==> config.mk <==
export PLATFORM = sky130hd
export DESIGN_NAME = bu_fetch_queue_flat
export DESIGN_NICKNAME = d
export VERILOG_FILES = /design/src/rtl/bu_fetch_if.sv /design/src/rtl/bu_fetch_queue.sv /design/src/flat_wrapper.sv
export SDC_FILE = /design/constraint.sdc
export NUM_CORES = 1
export LEC_CHECK = 0
export CAP_MARGIN = 10
export CORE_AREA = 2 2 104 106
export DETAILED_ROUTE_END_ITERATION = 6
export DIE_AREA = 0 0 106 108
export PLACE_DENSITY = 0.85
export SETUP_SLACK_MARGIN = 0.3
export SYNTH_ARGS = -nofsm -noshare
export SYNTH_HDL_FRONTEND = slang
export SYNTH_SLANG_ARGS = --single-unit
==> constraint.sdc <==
create_clock -name clk -period 5.2 [get_ports clk]
set_clock_uncertainty 0.15 [all_clocks]
set_input_delay 1.3 -clock clk [delete_from_list [all_inputs] [get_ports clk]]
set_output_delay 1.3 -clock clk [all_outputs]
set_load 0.02 [all_outputs]
==> src/rtl/bu_fetch_if.sv <==
// Fetch-queue bus bundle: instruction-memory port, redirect input and ID-side handshake.
interface bu_fetch_if #(
    parameter int DATA_W = 16,
    parameter int ADDR_W = 12,
    parameter int DEPTH  = 4
);
    logic                       fetch_en;
    logic                       imem_req;
    logic [ADDR_W-1:0]          imem_addr;
    logic [DATA_W-1:0]          imem_data;
    logic                       redirect_valid;
    logic [ADDR_W-1:0]          redirect_pc;
    logic                       id_valid;
    logic                       id_ready;
    logic [DATA_W-1:0]          id_instr;
    logic [ADDR_W-1:0]          id_pc;
    logic [$clog2(DEPTH):0]     count;

    modport master (
        input  fetch_en, imem_data, redirect_valid, redirect_pc, id_ready,
        output imem_req, imem_addr, id_valid, id_instr, id_pc, count
    );

    modport slave (
        output fetch_en, imem_data, redirect_valid, redirect_pc, id_ready,
        input  imem_req, imem_addr, id_valid, id_instr, id_pc, count
    );
endinterface

==> src/rtl/bu_fetch_queue.sv <==
// Instruction-fetch front end: owns the fetch PC, issues 1-cycle-latency imem requests
// and buffers {pc, instr} pairs in a show-ahead FIFO drained by ID.
module bu_fetch_queue #(
    parameter int              DATA_W   = 16,
    parameter int              ADDR_W   = 12,
    parameter int              DEPTH    = 4,
    parameter logic [ADDR_W-1:0] RESET_PC = '0,
    parameter logic [ADDR_W-1:0] PC_STEP  = 1
) (
    input  logic      clk,
    input  logic      rst,
    bu_fetch_if.master bus
);
    localparam int PTR_W = $clog2(DEPTH);
    localparam int CNT_W = PTR_W + 1;

    typedef struct packed {
        logic [ADDR_W-1:0] pc;
        logic [DATA_W-1:0] instr;
    } entry_t;

    entry_t             mem [DEPTH];
    logic               run;
    logic               inflight;
    logic [ADDR_W-1:0]  fetch_pc;
    logic [ADDR_W-1:0]  inflight_pc;
    logic [PTR_W-1:0]   rd_ptr;
    logic [PTR_W-1:0]   wr_ptr;
    logic [CNT_W-1:0]   cnt;
    logic [CNT_W:0]     credits_used;
    logic               nonempty;
    logic               issue;
    logic               push;
    logic               pop;

    // Credits come from registered state only, so an outstanding request always has a slot.
    assign credits_used = {1'b0, cnt} + {{CNT_W{1'b0}}, inflight};
    assign nonempty     = (cnt != '0);
    assign issue        = run & bus.fetch_en & ~bus.redirect_valid
                        & (credits_used < (CNT_W+1)'(DEPTH));
    assign push         = inflight & ~bus.redirect_valid;
    assign pop          = nonempty & bus.id_ready & ~bus.redirect_valid;

    always_ff @(posedge clk or posedge rst) begin
        if (rst) begin
            run         <= 1'b0;
            inflight    <= 1'b0;
            fetch_pc    <= RESET_PC;
            inflight_pc <= '0;
            rd_ptr      <= '0;
            wr_ptr      <= '0;
            cnt         <= '0;
        end else begin
            run <= 1'b1;
            if (bus.redirect_valid) begin
                // The response to any request issued last cycle arrives next cycle and is dropped.
                inflight <= 1'b0;
                fetch_pc <= bus.redirect_pc;
                rd_ptr   <= '0;
                wr_ptr   <= '0;
                cnt      <= '0;
            end else begin
                inflight <= issue;
                if (issue) begin
                    fetch_pc    <= fetch_pc + PC_STEP;
                    inflight_pc <= fetch_pc;
                end
                if (push) wr_ptr <= wr_ptr + 1'b1;
                if (pop)  rd_ptr <= rd_ptr + 1'b1;
                case ({push, pop})
                    2'b10:   cnt <= cnt + 1'b1;
                    2'b01:   cnt <= cnt - 1'b1;
                    default: cnt <= cnt;
                endcase
            end
        end
    end

    // Storage needs no reset: contents are only visible while cnt says they are valid.
    always_ff @(posedge clk) begin
        if (push) mem[wr_ptr] <= '{pc: inflight_pc, instr: bus.imem_data};
    end

    assign bus.imem_req  = issue;
    assign bus.imem_addr = fetch_pc;
    assign bus.id_valid  = nonempty;
    assign bus.id_instr  = nonempty ? mem[rd_ptr].instr : '0;
    assign bus.id_pc     = nonempty ? mem[rd_ptr].pc    : '0;
    assign bus.count     = cnt;
endmodule

==> src/flat_wrapper.sv <==
// flat-port wrapper written by rule: the top's interface ports become plain ports
module bu_fetch_queue_flat 
#(
    parameter int              DATA_W   = 16,
    parameter int              ADDR_W   = 12,
    parameter int              DEPTH    = 4,
    parameter logic [ADDR_W-1:0] RESET_PC = '0,
    parameter logic [ADDR_W-1:0] PC_STEP  = 1
)
  (clk, rst, bus_fetch_en, bus_imem_data, bus_redirect_valid, bus_redirect_pc, bus_id_ready, bus_imem_req, bus_imem_addr, bus_id_valid, bus_id_instr, bus_id_pc, bus_count);
  bu_fetch_if #(.DATA_W(DATA_W), .ADDR_W(ADDR_W), .DEPTH(DEPTH)) bus_i ();
  input  logic clk;
  input  logic rst;
  input wire logic [$bits(bus_i.fetch_en)-1:0] bus_fetch_en;
  input wire logic [$bits(bus_i.imem_data)-1:0] bus_imem_data;
  input wire logic [$bits(bus_i.redirect_valid)-1:0] bus_redirect_valid;
  input wire logic [$bits(bus_i.redirect_pc)-1:0] bus_redirect_pc;
  input wire logic [$bits(bus_i.id_ready)-1:0] bus_id_ready;
  output wire logic [$bits(bus_i.imem_req)-1:0] bus_imem_req;
  output wire logic [$bits(bus_i.imem_addr)-1:0] bus_imem_addr;
  output wire logic [$bits(bus_i.id_valid)-1:0] bus_id_valid;
  output wire logic [$bits(bus_i.id_instr)-1:0] bus_id_instr;
  output wire logic [$bits(bus_i.id_pc)-1:0] bus_id_pc;
  output wire logic [$bits(bus_i.count)-1:0] bus_count;
  assign bus_i.fetch_en = bus_fetch_en;
  assign bus_i.imem_data = bus_imem_data;
  assign bus_i.redirect_valid = bus_redirect_valid;
  assign bus_i.redirect_pc = bus_redirect_pc;
  assign bus_i.id_ready = bus_id_ready;
  assign bus_imem_req = bus_i.imem_req;
  assign bus_imem_addr = bus_i.imem_addr;
  assign bus_id_valid = bus_i.id_valid;
  assign bus_id_instr = bus_i.id_instr;
  assign bus_id_pc = bus_i.id_pc;
  assign bus_count = bus_i.count;
  bu_fetch_queue #(.DATA_W(DATA_W), .ADDR_W(ADDR_W), .DEPTH(DEPTH), .RESET_PC(RESET_PC), .PC_STEP(PC_STEP)) u_core (.clk(clk), .rst(rst), .bus(bus_i));
endmodule
; ---- After elaboration in Yosys (flattened, before gate mapping)
; Memories as Yosys holds them, arrays and structs flattened.
; Index checks and enable logic that the tools add are counted.
[classes]
n_addsub = 6
order_cmp = 1
eq_ne = 2
mux = 13
bitwise_logic = 7
reduce_logical = 6
[op_table]
columns = operator, n
row1 = 12-bit 2-to-1 mux, 3
row2 = 16-bit 2-to-1 mux, 1
row3 = 12-bit by 1-bit adder with 12-bit output (second input constant), 1
row4 = 2-bit 2-to-1 mux, 4
row5 = 1-bit bitwise AND, 6
row6 = 3-bit one-hot mux with 2 select lines, 1
row7 = 2-bit nonzero test, 3
row8 = 3-bit nonzero test, 2
row9 = 2-bit by 1-bit adder with 2-bit output (second input constant), 2
row10 = 3-bit by 1-bit adder with 4-bit output, 1
row11 = 4-bit by 3-bit less-than comparator with 1-bit output (second input constant), 1
row12 = 3-bit by 1-bit adder with 3-bit output (second input constant), 1
row13 = 1-bit 2-to-1 mux, 3
row14 = 3-bit 2-to-1 mux, 1
row15 = 3-bit by 1-bit subtractor with 3-bit output (second input constant), 1
row16 = 2-bit by 1-bit equality test with 1-bit output (second input constant), 1
row17 = 2-bit equality test (second input constant), 1
row18 = 2-bit AND reduction, 1
row19 = 1-bit NOT, 1
[totals]
reg_bits = 33
ram_bits = 112
input_bits = 33
out_inout_bits = 45
wordCells = 43
memories = 1
[mem_list]
columns = memory, words, width, rd, rd_clocked_by_memory_dff, write_ports, line_no
row1 = u_core.mem, 4, 28, 1, 0, 1, bu_fetch_queue.sv:22  ; entry_t mem [DEPTH];

; ---- Longest topological paths before layout
; Gate-level depths: netlist of run 1.
[logic_depth]
ltp_word = 6
depth_mapped = 8
ltp_nobuf = 6

; ---- Worst setup path before layout of run 1
; OpenSTA, ideal clock, no wires.
[synth_timing]
path_type = in2out
startpoint = input bus_redirect_valid
endpoint = output bus_imem_req
arrival_ns = 2.300
slack_ns = 1.450
stages = 6
n_path_buf = 3
path_cell_list = buf_6 and4bb_2 nand2_2 buf_2 buf_2 inv_1
[synth_between]
elab_chain_cells = 3
[synth_rtl]
columns = item, line_no
row1 = from (decl), flat_wrapper.sv:16  ; input wire logic [$bits(bus_i.redirect_valid)-1:0] bus_redirect_valid;
row2 = 1-bit NOT (no line), -
row3 = 1-bit bitwise AND, bu_fetch_queue.sv:39  ; assign issue = run & bus.fetch_en & ~bus.redirect_valid
row4 = 1-bit bitwise AND, bu_fetch_queue.sv:40  ; & (credits_used < (CNT_W+1)'(DEPTH));
row5 = to (decl), flat_wrapper.sv:19  ; output wire logic [$bits(bus_i.imem_req)-1:0] bus_imem_req;
; Every way passes these cells.

; ---- Worst setup path after layout of run 1
[layout_timing]
startpoint = register u_core.rd_ptr[0]
endpoint = output bus_id_instr[13]
[layout_between]
elab_chain_cells = 2
[layout_rtl]
columns = item, line_no
row1 = from (decl), bu_fetch_queue.sv:27  ; logic [PTR_W-1:0] rd_ptr;
row2 = from (signal assigned), bu_fetch_queue.sv:69  ; if (pop) rd_ptr <= rd_ptr + 1'b1;
row3 = memory read 4 x 28 bit, -
row4 = 16-bit 2-to-1 mux, bu_fetch_queue.sv:87  ; assign bus.id_instr = nonempty ? mem[rd_ptr].instr : '0;
row5 = to (decl), flat_wrapper.sv:22  ; output wire logic [$bits(bus_i.id_instr)-1:0] bus_id_instr;
; Every way passes these cells.

==> results.py, run 1 <==
metrics = {
    "grt": {
        "grt_pass1_wl_microns": 18100,
        "grt_overflow_total": 0,
        "grt_pass1_vias": 3528,
        "grt_use_total": 0.216,
        "grt_max_degree": 31,
        "antenna_found_initial": 0,
    },
    "power": {
        "power_leakage_nw": 2.71,
        "p_per_area_mw_per_mm2": 473,
        "p_total_mw": 3.53,
        "irDropWorstVdd_uv": 241,
    },
    "hold_path": {
        "hp-class": "reg2reg",
        "hold_depth": 0,
    },
    "floorplanning": {
        "die-area_sq_mm": 0.0114,
        "die_h_microns": 108,
        "start_util": 0.577,
        "rows": 37,
        "die_w_microns": 106,
        "ioPinCount": 78,
        "core_area_sq_mm": 0.0102,
    },
    "route": {
        "drcViolationCount": 0,
        "dr.pass1.iters": 5,
        "via_count": 3352,
        "viasPerCell": 5.65,
        "first_iter_violations": 154,
        "ant_nets": 0,
        "wire_per_inst_microns": 19.2,
        "wl_microns": 11400,
    },
    "worst_setup_path": {
        "arrival_ns": 2.91,
        "required_ns": 3.75,
        "crit_path_max_fanout": 22,
        "path_class": "reg2out",
        "end_kind": "output port",
        "r2r_cells": 6,
        "crit_path_start_kind": "flop",
    },
    "finish": {
        "drive_above_1_share": 0.166,
        "area_delta_synth_final_pct": 26.5,
        "antenna_cells": 0,
        "design_area_sq_mm": 0.00747,
        "nets": 483,
    },
    "run_status": {
        "status": "completed",
    },
    "clocking": {
        "tritoncts": "built",
        "cts_htree_levels": 4,
        "cts.repair.resized": 0,
        "numClockSinks": 145,
        "cts_hold_buf": 0,
        "cts_buffers": 17,
        "cts_root_buf": "clkbuf_8",
        "path_clk_slew_ns": 0.06,
        "cts_setup_buffers": 0,
        "cts_buffer_depth": 2,
        "insertion_delay_ns": 0.52,
    },
    "logic_synthesis": {
        "synth-async-reset-ratio": 0.228,
        "ys_top_cells_by_area": "edfxtp_1 57%, dfrtp_1 14%, mux4_2 11%, and2_1 3.5%, nand2_1 2.7%",
        "synth_top_area_share": 0.569,
        "synth_nets": 394,
        "synth_seq_cells": 145,
        "synth_edf_count": 112,
        "syn_area_per_cell_sq_um": 16.6,
        "yosysUniqueCellTypes": 41,
        "yosysTopAreaCell": "edfxtp_1",
        "synth_warnings": 0,
        "ys_seq_area_frac": 0.709,
        "syn_area_sq_mm": 0.00591,
        "synthCells": 355,
        "ys_dominant_reg_cell": "edfxtp_1",
    },
    "timing": {
        "setup-violations-final": 0,
        "timing.final.crit_share": 0.839,
        "maxSlewViolCount": 0,
        "max_freq_mhz": 229,
        "relSlewSlack": 0.395,
        "grt_setup_unrepaired": "no",
        "hold_viol_final": 0,
        "period_needed_ns": 4.36,
        "finalSetupTns_ns": 0,
        "worst_pin_slew_ns": 0.908,
        "layout_setup_ws_ns": 0.840,
    },
    "placed_design": {
        "numPortBuffers": 77,
        "post-dp-hpwl_microns": 6700,
        "place_congestion": 0.889,
        "placed_cell_area_sq_mm": 0.00683,
        "post-place-ws_ns": 0.931,
    },
    "run": {
        "maxCapViolCount": 0,
    },
}
[layout make-up]
cell class,instances,area [sq um]
flip-flops and latches,145,4190
fillers,634,2760
multi-input cells,184,1590
repair buffers,87,846
clock buffers,27,588
well taps,136,170
clock inverters,5,52.6
inverters,9,33.8
[per-layer routing]
metal	up-vias	wire, microns	part of all wire	track usage
li1	1524	-	-	-
met1	1707	4690	0.41	0.265
met2	106	6020	0.53	0.374
met3	15	478	0.042	0.0518
met4	0	171	0.015	0.0912
met5	-	0	0	0
[path summary, 6_finish.rpt]
path                                  startpoint  slack (ns)                  endpoint
hold reg to reg            u_core.inflight_pc[2]        0.37         u_core.mem[2][18]
max in group asynchronous                    rst        3.43     u_core.inflight_pc[1]
min in group asynchronous                    rst        0.85       u_core.bus.count[2]
hold / removal             u_core.inflight_pc[2]        0.37         u_core.mem[2][18]
setup reg to reg             u_core.bus.count[2]        3.00  u_core.bus.imem_addr[10]
setup / recovery                u_core.rd_ptr[0]        0.84          bus_id_instr[13]
[report_power, final]
part / switching (mW) / total (mW) / leakage [nW] / internal [mW]
logic: 0.395 / 0.823 / 0.957 / 0.428
clock network: 0.436 / 1.25 / 0.321 / 0.816
registers: 0.117 / 1.46 / 1.43 / 1.34
total: 0.948 / 3.53 / 2.71 / 2.59
[flip-flops by register name, indices dropped and copies added, names as in the netlist]
name and flops:
u_core.mem 112, u_core.bus.imem_addr 12, u_core.inflight_pc 12, u_core.bus.count 3
u_core.rd_ptr 2, u_core.wr_ptr 2, u_core.inflight 1, u_core.run 1
[critical path, stage by stage, from the launching register on]
cell	delay (ns)
dfrtp_2	0.83
buf_4	0.30
mux4_2	0.51
and2_1	0.18
clkdlybuf4s50_1	0.56
[Yosys cell counts (2+ instances only)]
master / instances
nor3_1: 6
nor2_1: 10
nor3b_1: 2
or3_1: 2
mux4_2: 28
inv_1: 8
and4_1: 2
a22oi_1: 4
edfxtp_1: 112
a21o_1: 3
and2_1: 33
xnor2_1: 3
and3_1: 2
nand4_1: 2
a21oi_1: 2
buf_6: 2
buf_2: 9
a221o_1: 4
ha_1: 5
mux2i_1: 2
nand3_1: 6
clkbuf_1: 6
or4_1: 2
o21ai_0: 8
o211ai_1: 2
xor2_1: 2
dfrtp_1: 33
nand2_1: 42
[per-stage QoR]
stage                     utilization  std cells  hold WS, ns
after CTS                       0.731        593        0.376
final                           0.731        593        0.370
after detailed placement        0.668        561        0.362
after global placement          0.668        561        0.340
after floorplan                     -        355        0.326
after global routing            0.731        593        0.382
[cell usage in the layout (no fill, tap or decap), drive strengths merged]
master,count
a21o,3
a21oi,3
a221o,4
a22oi,4
and2,33
and3,2
and4,2
and4b,1
and4bb,1
buf,10
bufinv,1
clkbuf,27
clkdlybuf4s50,77
clkinv,2
conb,1
dfrtp,33
edfxtp,112
fa,1
ha,5
inv,11
mux2,1
mux2i,2
mux4,28
nand2,43
nand3,6
nand4,3
nor2,10
nor2b,1
nor3,6
nor3b,2
o211ai,2
o21ai,8
o21bai,1
o311ai,1
o31ai,1
or3,2
or4,2
xnor2,3
xor2,2
[logic make-up (layout without fill, tap and decap cells)]
group,count (synthesis),count (layout),synth area share
other cells,1,1,0.000635
mux,31,31,0.113
simple gates,114,114,0.101
compound gates,27,27,0.0345
xor+xnor,5,5,0.00742
buf+inv,26,128,0.0210
flops,145,145,0.709
fa+ha+maj,6,6,0.0140
(Power assumes the default switching activity.)
==> inputs of run 2 (changes only) <==
Settings changed: CORE_AREA 2 2 104 106 to 2 2 107 109, DIE_AREA 0 0 106 108 to 0 0 109 111, PLACE_DENSITY 0.85 to 0.81.
Clock period 5.2 ns to 4.5 ns, I/O delays scaled along.
==> run 2 against run 1 <==
Compared with the run above:
- via count is 0.54% lower
- critical endpoint is now bus_imem_req
- worst hold slack better by 0.0087 ns
- die area is 5.7% higher
- flip-flop and latch count stayed put
- final area is 0.39% lower
- non-clock buffer count is 1 lower
- largest power group unchanged
- sequential power is 14% higher
- global-route usage is 1.8 points lower
==> results.py, run 2 (same netlist as run 1, synthesis figures left out) <==
metrics = {
    "clocking": {
        "cts_buffers": 17,
        "tritoncts": "built",
        "cts_htree_levels": 4,
        "cts_buffer_depth": 2,
        "cts_hold_buf": 0,
        "cts_setup_buffers": 0,
        "cts_root_buf": "clkbuf_16",
        "insertion_delay_ns": 0.41,
        "cts.repair.resized": 0,
        "numClockSinks": 145,
        "path_clk_slew_ns": 0.05,
    },
    "hold_path": {
        "min_from": "u_core.inflight_pc[1]",
        "hp-class": "reg2reg",
    },
    "worst_setup_path": {
        "path_common_cell": "clkdlybuf4s50_1",
        "arrival_ns": 2.64,
        "rr_startpoint": "u_core.bus.count[2]",
        "startpoint": "bus_redirect_valid",
        "end_kind": "output port",
        "path_class": "in2out",
        "crit_path_start_kind": "primary input",
        "crit_slowest_cell": "clkdlybuf4s50_1",
        "critPathTopFamily": "buffers and inverters",
        "crit_path_max_fanout": 3,
        "cp_cell_sequence": "clkdlybuf4s50_1, and4bb_2, nand2_2, inv_1, clkdlybuf4s50_1",
        "critPathMaxStageDelay_ns": 0.59,
        "crit_buf_inv": 3,
        "required_ns": 3.22,
    },
    "route": {
        "viasPerCell": 5.57,
        "first_iter_violations": 170,
        "dr.pass1.iters": 4,
        "wl_microns": 10900,
        "via_count": 3334,
        "wire_per_inst_microns": 18.3,
        "drcViolationCount": 0,
        "ant_nets": 0,
    },
    "timing": {
        "maxSlewViolCount": 0,
        "relSlewSlack": 0.392,
        "max_freq_mhz": 255,
        "finalSetupTns_ns": 0,
        "hold_viol_final": 0,
        "setup-violations-final": 0,
        "worst_pin_slew_ns": 0.912,
        "period_needed_ns": 3.92,
        "timing.final.crit_share": 0.871,
        "grt_setup_unrepaired": "no",
    },
    "finish": {
        "regMostFlops": "u_core.mem",
        "antenna_cells": 0,
        "area_delta_synth_final_pct": 26.1,
        "drive_above_1_share": 0.162,
        "multi_input_area_sq_mm": 0.00159,
        "nets": 482,
        "final_cells": 599,
        "final_cell_mix": "112 x edfxtp_1, 77 x clkdlybuf4s50_1, 42 x nand2_1, 33 x and2_1, 32 x dfrtp_1",
        "regArea_sq_mm": 0.00419,
        "fillers": 747,
        "largest_reg_flops": 112,
        "layout_commonest_cell": "edfxtp_1",
    },
    "run": {
        "maxCapViolCount": 0,
    },
    "power": {
        "p_total_mw": 3.98,
        "p_per_area_mw_per_mm2": 535,
        "irDropWorstVdd_uv": 271,
        "power_leakage_nw": 2.68,
    },
    "placed_design": {
        "numPortBuffers": 77,
        "dp_cells": 567,
        "post-dp-hpwl_microns": 6610,
        "place_congestion": 0.797,
    },
    "grt": {
        "grt_pass1_wl_microns": 17600,
        "grt_pass1_vias": 3491,
        "grt_max_degree": 34,
        "grt_overflow_total": 0,
        "grt_use_total": 0.199,
        "antenna_found_initial": 0,
    },
    "run_status": {
        "status": "completed",
    },
    "floorplanning": {
        "die_h_microns": 111,
        "ioPinCount": 78,
        "start_util": 0.533,
        "core_area_sq_mm": 0.0111,
        "die-area_sq_mm": 0.0121,
        "die_w_microns": 109,
        "rows": 39,
    },
}
run 2: cell types whose count changed in the layout (fill, tap and decap cells not counted), sizes merged:
cell    delta
clkbuf     -3
clkinv     +3
buf        -1
run 2: power by group:
| part | switching [mW] | total, mW | internal, mW |
|---|---|---|---|
| Clock | 0.499 | 1.35 | 0.854 |
| Sequential | 0.114 | 1.67 | 1.55 |
| Combinational | 0.466 | 0.966 | 0.500 |
| Total | 1.08 | 3.98 | 2.91 |
run 2: cell type report:
| cell class | count | share of cell area |
|---|---|---|
| Multi-Input combinational cell | 184 | 0.214 |
| Tap cell | 143 | 0.0240 |
| Sequential cell | 145 | 0.563 |
| Inverter | 9 | 0.00454 |
| Clock inverter | 8 | 0.00958 |
| Timing Repair Buffer | 86 | 0.116 |
| Clock buffer | 24 | 0.0691 |
run 2: routing by layer:
layer | global-route usage | wire (microns) | vias to the layer above | share of wire
met5 | 0 | 0 | - | 0
met4 | 0.0709 | 125 | 0 | 0.011
met3 | 0.0529 | 548 | 14 | 0.050
met2 | 0.334 | 5830 | 119 | 0.53
met1 | 0.247 | 4440 | 1678 | 0.41
li1 | - | - | 1523 | -
run 2: stage by stage:
| step | instance area (sq um) | hold slack, ns | util | worst slack, ns |
|---|---|---|---|---|
| 2_1_floorplan | 5910 | 0.326 | - | 1.10 |
| 3_3_place_gp | 6860 | 0.341 | 0.619 | 0.566 |
| 3_5_place_dp | 6860 | 0.370 | 0.619 | 0.566 |
| 4_1_cts | 7450 | 0.384 | 0.672 | 0.557 |
| 5_1_grt | 7450 | 0.403 | 0.672 | 0.487 |
| 6_report | 7450 | 0.379 | 0.672 | 0.581 |
run 2: final timing paths:
path	to	slack (ns)	cells past startpoint
worst min-delay path	u_core.mem[1][17]	0.38	0
worst max register to register	u_core.bus.imem_addr[10]	2.31	6
worst min register to register	u_core.mem[1][17]	0.38	0
max in group asynchronous	u_core.rd_ptr[0]	2.92	3
worst max-delay path	bus_imem_req	0.58	5
min in group asynchronous	u_core.bus.count[2]	0.95	3
run 2: worst reg2reg max path: stages (launching register included):
cell,delay (ns)
dfrtp_1,0.45
and4bb_2,0.39
nand2_2,0.09
buf_4,0.22
inv_2,0.29
nand4_2,0.17
mux2_4,0.32
==> inputs of run 3 (changes only) <==
Settings changed: RECOVER_POWER set to 50.
==> run 3 against run 2 <==
Compared with the run above:
- the run now ends with max-capacitance violations, max-slew violations left
- combinational power down 0.5%
- count of clock-buffer cells in the layout is the same
- sequential share of layout area up 0.10 points
- final cell count did not move
- critical endpoint unchanged
- largest power group unchanged
==> results.py, run 3 (same netlist as run 1, synthesis figures left out) <==
metrics = {
    "finish": {
        "largest_reg_flops": 112,
        "regMostFlops": "u_core.mem",
        "antenna_cells": 0,
        "drive_above_1_share": 0.149,
        "layout_commonest_cell": "edfxtp_1",
        "nets": 482,
        "area_delta_synth_final_pct": 25.8,
        "design_area_sq_mm": 0.00743,
        "final_core_util": 0.671,
        "final_cell_mix": "112 x edfxtp_1, 59 x clkdlybuf4s50_1, 43 x nand2_1, 32 x and2_1, 32 x dfrtp_1",
    },
    "clocking": {
        "cts_hold_buf": 0,
        "cts_root_buf": "clkbuf_16",
        "cts.repair.resized": 0,
        "cts_buffers": 17,
        "path_clk_slew_ns": 0.05,
        "cts_setup_buffers": 0,
        "numClockSinks": 145,
        "cts_buffer_depth": 2,
        "insertion_delay_ns": 0.41,
        "cts_htree_levels": 4,
        "tritoncts": "built",
    },
    "grt": {
        "grt_use_total": 0.199,
        "grt_pass1_wl_microns": 17600,
        "antenna_found_initial": 0,
        "grt_overflow_total": 0,
        "grt_max_degree": 34,
        "grt_pass1_vias": 3491,
    },
    "worst_setup_path": {
        "crit_path_max_fanout": 3,
        "path_class": "in2out",
        "crit_path_start_kind": "primary input",
        "startpoint": "bus_redirect_valid",
        "end_kind": "output port",
        "arrival_ns": 2.81,
        "rr_startpoint": "u_core.inflight",
        "required_ns": 3.22,
    },
    "timing": {
        "whs_ns": 0.378,
        "timing.final.crit_share": 0.908,
        "period_needed_ns": 4.09,
        "maxSlewViolCount": 34,
        "grt_setup_unrepaired": "no",
        "max_freq_mhz": 245,
        "worst_pin_slew_ns": 1.77,
        "relSlewSlack": -0.179,
        "setup-violations-final": 0,
        "finalSetupTns_ns": 0,
        "hold_viol_final": 0,
    },
    "route": {
        "drcViolationCount": 0,
        "wl_microns": 10900,
        "via_count": 3318,
        "wire_per_inst_microns": 18.3,
        "dr.pass1.iters": 4,
        "first_iter_violations": 192,
        "ant_nets": 0,
        "viasPerCell": 5.54,
    },
    "run_status": {
        "violations": "max-capacitance violations, max-slew violations",
        "status": "complete, but fails checks",
    },
    "floorplanning": {
        "start_util": 0.533,
        "ioPinCount": 78,
        "core_area_sq_mm": 0.0111,
        "rows": 39,
        "die_w_microns": 109,
        "die_h_microns": 111,
        "die-area_sq_mm": 0.0121,
    },
    "hold_path": {
        "hp-class": "reg2reg",
        "min_from": "u_core.inflight_pc[1]",
    },
    "power": {
        "power_leakage_nw": 2.68,
        "irDropWorstVdd_uv": 272,
        "p_total_mw": 3.98,
        "p_per_area_mw_per_mm2": 536,
    },
    "run": {
        "maxCapViolCount": 1,
    },
    "placed_design": {
        "post-dp-hpwl_microns": 6610,
        "numPortBuffers": 77,
        "place_congestion": 0.797,
        "placed_cell_area_sq_mm": 0.00686,
    },
}
==> run 3: cell count changes in the layout (fill, tap and decap cells not counted), sizes merged <==
cell / before / now
buf: 9 / 6
clkbuf: 24 / 27
dlygate4sd3: 0 / 18
clkdlybuf4s50: 77 / 59
==> run 3: cell type report <==
| cell class | instances | area, sq um |
|---|---|---|
| flip-flops and latches | 145 | 4190 |
| fillers | 751 | 3640 |
| multi-input cells | 184 | 1590 |
| repair buffers | 86 | 852 |
| clock buffers | 24 | 514 |
| well taps | 143 | 179 |
| clock inverters | 8 | 71.3 |
| inverters | 9 | 33.8 |
==> run 3: stage by stage <==
| step | std cells | worst slack (ns) |
|---|---|---|
| floorplan | 355 | 1.10 |
| global placement | 567 | 0.566 |
| detailed placement | 567 | 0.566 |
| CTS | 599 | 0.557 |
| global route | 599 | 0.334 |
| finish | 599 | 0.412 |
==> run 3: worst max-delay path, cell delays in order <==
cell	delay [ns]
dlygate4sd3_1	0.54
and4bb_1	0.35
nand2_1	0.12
inv_1	0.08
clkdlybuf4s50_1	0.59
==> run 3: path summary, 6_finish.rpt <==
check | endpoint | cells after the start | slack (ns)
worst min-delay path | u_core.mem[1][17] | 0 | 0.38
max in group asynchronous | u_core.rd_ptr[0] | 3 | 1.42
worst min register to register | u_core.mem[1][17] | 0 | 0.38
min in group asynchronous | u_core.bus.count[2] | 3 | 1.63
worst max register to register | u_core.bus.imem_addr[6] | 6 | 1.43
worst max-delay path | bus_imem_req | 5 | 0.41
==> run 3: power by group <==
group	switching [mW]	total, mW	internal, mW	leakage (nW)
clock network	0.500	1.35	0.854	0.295
logic	0.466	0.961	0.495	0.955
registers	0.114	1.67	1.55	1.43
total	1.08	3.98	2.90	2.68
==> run 3: per-layer routing <==
metal | wire, microns | track usage
met2 | 5750 | 0.334
met1 | 4530 | 0.247
met4 | 121 | 0.0709
met5 | 0 | 0
met3 | 546 | 0.0529
